**src/rtl/cpu_pkg.sv**
```systemverilog
// Shared CPU constants: word/address widths, instruction field positions, fetch FSM states.
package cpu_pkg;
  localparam int BITS    = 16;
  localparam int ADDR_W  = 8;

  localparam int OP_HI   = 15;
  localparam int OP_LO   = 9;
  localparam int V_BIT   = 8;
  localparam int DATA_HI = 7;
  localparam int DATA_LO = 0;

  typedef enum logic {
    FETCH = 1'b0,
    HOLD  = 1'b1
  } fetch_state_t;
endpackage

```
**src/rtl/fetch_unit.sv**
```systemverilog
// Instruction fetch sharing one memory port with execute data accesses; data access wins the port.
// Fetch to o_valid is one edge; an instruction is held until i_ready, so peak rate is one per two cycles.
module fetch_unit #(
  parameter int BITS   = cpu_pkg::BITS,
  parameter int ADDR_W = cpu_pkg::ADDR_W
) (
  input  logic              i_clk,
  input  logic              i_rst_n,
  output logic              o_mem_rw,
  output logic [ADDR_W-1:0] o_mem_addr,
  output logic [BITS-1:0]   o_mem_data,
  input  logic [BITS-1:0]   i_mem_data,
  output logic              o_valid,
  input  logic              i_ready,
  output logic [6:0]        o_op,
  output logic              o_v,
  output logic [7:0]        o_imm,
  output logic [ADDR_W-1:0] o_pc,
  input  logic              i_jmp,
  input  logic [ADDR_W-1:0] i_jmp_addr,
  input  logic              i_dreq,
  input  logic              i_dwe,
  input  logic [ADDR_W-1:0] i_daddr,
  input  logic [BITS-1:0]   i_dwdata,
  output logic              o_dack,
  output logic [BITS-1:0]   o_drdata
);
  import cpu_pkg::*;

  fetch_state_t      state;
  fetch_state_t      state_nxt;
  logic [ADDR_W-1:0] pc;
  logic [BITS-1:0]   ir;
  logic              fetch_go;

  always_ff @(posedge i_clk or negedge i_rst_n) begin
    if (!i_rst_n) state <= FETCH;
    else          state <= state_nxt;
  end

  always_comb begin
    state_nxt = state;
    if (i_jmp) begin
      state_nxt = FETCH;
    end else begin
      case (state)
        FETCH:   if (!i_dreq) state_nxt = HOLD;
        HOLD:    if (i_ready) state_nxt = FETCH;
        default: state_nxt = FETCH;
      endcase
    end
  end

  // Port is forced idle at address 0 while reset is asserted, whatever execute requests.
  always_comb begin
    fetch_go   = (state == FETCH) && !i_dreq && !i_jmp;
    o_valid    = (state == HOLD);
    o_mem_rw   = i_rst_n && i_dreq && i_dwe;
    o_mem_data = i_dwdata;
    o_mem_addr = '0;
    if (i_rst_n) o_mem_addr = i_dreq ? i_daddr : pc;
  end

  always_ff @(posedge i_clk or negedge i_rst_n) begin
    if (!i_rst_n) begin
      pc   <= '0;
      ir   <= '0;
      o_pc <= '0;
    end else if (i_jmp) begin
      pc <= i_jmp_addr;
    end else if (fetch_go) begin
      ir   <= i_mem_data;
      o_pc <= pc;
      pc   <= pc + ADDR_W'(1);
    end
  end

  always_ff @(posedge i_clk or negedge i_rst_n) begin
    if (!i_rst_n) begin
      o_dack   <= 1'b0;
      o_drdata <= '0;
    end else begin
      o_dack <= i_dreq;
      if (i_dreq && !i_dwe) o_drdata <= i_mem_data;
    end
  end

  assign o_op  = ir[OP_HI:OP_LO];
  assign o_v   = ir[V_BIT];
  assign o_imm = ir[DATA_HI:DATA_LO];
endmodule

```
**config.mk**
```make
export PLATFORM = sky130hd
export DESIGN_NAME = fetch_unit
export DESIGN_NICKNAME = d
export VERILOG_FILES = /design/src/rtl/cpu_pkg.sv /design/src/rtl/fetch_unit.sv
export SDC_FILE = /design/constraint.sdc
export NUM_CORES = 1
export LEC_CHECK = 0
export CORE_MARGIN = 2
export CORE_UTILIZATION = 36
export CTS_BUF_LIST = sky130_fd_sc_hd__clkbuf_4
export DETAILED_ROUTE_END_ITERATION = 16
export HOLD_SLACK_MARGIN = 0.05
export PLACE_DENSITY = 0.78
export SLEW_MARGIN = 20
export SYNTH_ARGS = -nofsm -noshare
export SYNTH_HDL_FRONTEND = slang
export SYNTH_SLANG_ARGS = --single-unit
```
**constraint.sdc**
```tcl
create_clock -name i_clk -period 1.5 [get_ports i_clk]
set_input_delay 0.15 -clock i_clk [delete_from_list [all_inputs] [get_ports i_clk]]
set_output_delay 0.15 -clock i_clk [all_outputs]
set_load 0.01 [all_outputs]
```
==> results.py <==
metrics = {
    "hold_path": {
        "hp-class": "input pin to asynchronous set/reset pin",
    },
    "cells_and_area": {
        "final_common_cell": "clkdlybuf4s50_1",
        "layout.area.seq_mm2": 0.001252,
        "mostFrequentLayoutCells": "63 x clkdlybuf4s50_1, 49 x dfrtp_1, 40 x mux2_2, 27 x buf_4, 14 x dlymetal6s2s_1",
        "fin_area_mm2": 0.003446,
        "n_fill_cell": 528,
        "num_antenna_cells": 0,
        "multiInputGateArea_um2": 878.3,
        "area_growth_pct": 51.40,
        "fin_nets": 333,
        "drive_gt1_share_pct": 31.18,
    },
    "place": {
        "placed_area_mm2": 0.003247,
        "hpwl_um": 3929,
        "portBuffers": 88,
        "place.gp.congestion": 0.7398,
    },
    "detailed_routing": {
        "vias": 1691,
        "ant_nets": 0,
        "dr.pass1.iters": 3,
        "detail_route.vias_per_cell": 4.777,
        "initialDrtViolationCount": 51,
        "wirelength_um": 5380,
        "wl_per_cell_um": 15.20,
        "drc": 0,
    },
    "clock_tree": {
        "clkLatencyLatePin_ps": 350,
        "clockRootBuffer": "clkbuf_4",
        "clk_pin_slew_worst_paths_ps": 140,
        "numCtsBuffers": 5,
        "cts_tree": "done",
        "cts_sinks": 50,
        "clock_path_buffers": 2,
        "htree_levels": 2,
    },
    "power": {
        "combPwrFrac_pct": 33.3,
        "internal_power_mw": 2.454,
        "clockPowerShare_pct": 17.3,
        "powerDensity_mw_per_mm2": 987.8,
        "power.switching_mw": 0.9501,
        "swShare_pct": 27.91,
        "irDropWorstVdd_v": 0.0005505,
        "power.leakage_nw": 1.620,
        "seqPwrFrac_pct": 49.4,
    },
    "grt": {
        "grt_antenna_before_repair": 0,
        "grt_pass1_vias": 1870,
        "grt_max_degree": 25,
        "grt_use_total_pct": 15.98,
        "grt-ovfl-total": 0,
        "grt_pass1_wl_um": 9045,
    },
    "floorplanning": {
        "die_h_um": 83.51,
        "dieArea_mm2": 0.006974,
        "coreArea_mm2": 0.006026,
        "die_x_um": 83.51,
        "initial_core_util_pct": 37.77,
        "core.rowCount": 28,
        "io_pins": 121,
    },
    "synth": {
        "synth_edf_count": 0,
        "yosysWarnings": 0,
        "synth_top_flop_cell": "dfrtp_1",
        "netlist_instances": 176,
        "async_flop_share_pct": 100.0,
        "synth_nets": 231,
        "synth_seq_cells": 50,
        "synth.avg_cell_area_um2": 12.93,
        "synthDistinctLibCells": 28,
        "ys_seq_area_share_pct": 54.98,
        "synth_area_mm2": 0.002276,
    },
    "outcome": {
        "status": "finished clean",
    },
    "worst_setup_path": {
        "crit_type": "flop to flop",
        "crit_start": "pc[0]$_DFFE_PN0P_",
        "ff2ff_setup_slack_ps": 7,
        "rr_startpoint": "pc[0]$_DFFE_PN0P_",
        "crit_fanout": 3,
        "cp.required_ps": 1800,
        "end_kind": "flop",
        "startpoint_type": "flop",
        "worstPathArrival_ps": 1800,
    },
    "sta": {
        "fin_skew_ps": 2.604,
        "rsz0062_at_grt": "true",
        "hold_viol": 0,
        "fmax_ghz": 0.6697,
        "fin_setup_tns_ps": 0,
        "setup_viol": 0,
        "maxSlewHeadroom_pct": 45.01,
        "period_needed_ps": 1493,
        "slew_viol_final": 0,
        "period_share_pct": 99.54,
        "tightest_slew_ps": 824.8,
    },
    "run": {
        "maxCapViolCount": 0,
    },
}
[metrics by stage]
stage	hold slack [ps]	power [mW]	setup slack (ps)	cells	util, %
final	176.4	3.404	6.885	354	57.18
after global routing	202.4	3.621	-54.61	354	57.18
after CTS	280.6	3.473	0.7473	354	56.40
after detailed placement	105.5	2.842	-325.2	333	53.88
after global placement	101.8	2.809	-295.0	333	53.88
after floorplan	-145.6	2.181	-28.10	176	-
[registers in the layout, summed over array words and instances, names as in the netlist]
register / count
ir: 16
o_drdata: 16
o_pc: 8
pc: 8
o_dack: 1
o_valid: 1
[final timing paths]
kind,endpoint,depth (start not counted)
max,pc[4]$_DFFE_PN0P_,4
min,o_pc[6]$_DFFE_PN0P_,3
max reg2reg,pc[4]$_DFFE_PN0P_,4
min reg2reg,o_drdata[0]$_DFFE_PN0P_,1
max in group asynchronous,ir[0]$_DFFE_PN0P_,4
min in group i_clk,o_mem_data[11],0
[cell usage after synthesis, types with 2 or more instances]
| cell type | instances | area [um2] |
|---|---|---|
| or4_1 | 4 | 30.03 |
| buf_2 | 5 | 25.02 |
| inv_1 | 4 | 15.01 |
| nand3_1 | 4 | 20.02 |
| xnor2_1 | 2 | 17.52 |
| mux2i_1 | 9 | 90.09 |
| o211ai_1 | 3 | 22.52 |
| a31oi_1 | 2 | 12.51 |
| nor2_1 | 4 | 15.01 |
| dfrtp_1 | 50 | 1251 |
| nand2_1 | 7 | 26.28 |
| buf_4 | 16 | 120.1 |
| nor2b_1 | 9 | 56.30 |
| o21ai_0 | 4 | 20.02 |
| mux2_2 | 40 | 450.4 |
[worst max-delay path, cell delays in order (launching register included)]
cell and delay [ps]:
dfrtp_1 380, ha_2 170, or3b_4 380, or4_4 430
nand3_2 80
[power by group through the flow]
stage          clock, mW  combinational (mW)  sequential (mW)
3_5_place_dp           0                1.11             1.73
6_report           0.588                1.13             1.68
3_3_place_gp           0                1.09             1.72
2_1_floorplan          0               0.370             1.81
5_1_grt            0.683                1.22             1.72
4_1_cts            0.626                1.16             1.69
[kinds of logic (layout without fill, tap and decap cells)]
| family | after synthesis | count (layout) | share of synthesized area, % |
|---|---|---|---|
| multiplexers | 49 | 49 | 23.75 |
| adder cells (fa/ha/maj) | 1 | 1 | 0.5497 |
| buffers and inverters | 28 | 131 | 7.916 |
| AND/OR/NAND/NOR | 35 | 35 | 9.071 |
| XOR/XNOR | 2 | 2 | 0.7698 |
| flip-flops | 50 | 50 | 54.98 |
| AO/OA/AOI/OAI | 11 | 11 | 2.968 |
[timing repair]
action                                 4_1_cts  5_1_grt
pin swaps                                    5        2
hold buffers                                 2        0
setup buffers                               11        0
resized for setup                           15       22
endpoints found under the hold margin       50        0
cloned                                       0        0
setup endpoints to repair                   12       44
[routing by layer]
layer	global-route usage (%)	wire length [um]	vias to the layer above
met5	0	0	-
met3	5.143	352	7
li1	-	-	800
met2	28.15	2809	64
met1	18.74	2165	820
met4	4.399	53	0
[final cells by class]
cell class	instances	area share (%)
clock buffer	5	1.089
clock inverter	3	0.4720
inverter	4	0.4357
multi-input combinational	98	25.49
sequential	50	36.35
tap	75	2.723
timing repair buffer	119	33.44
Power figures use the tool's default switching activity.
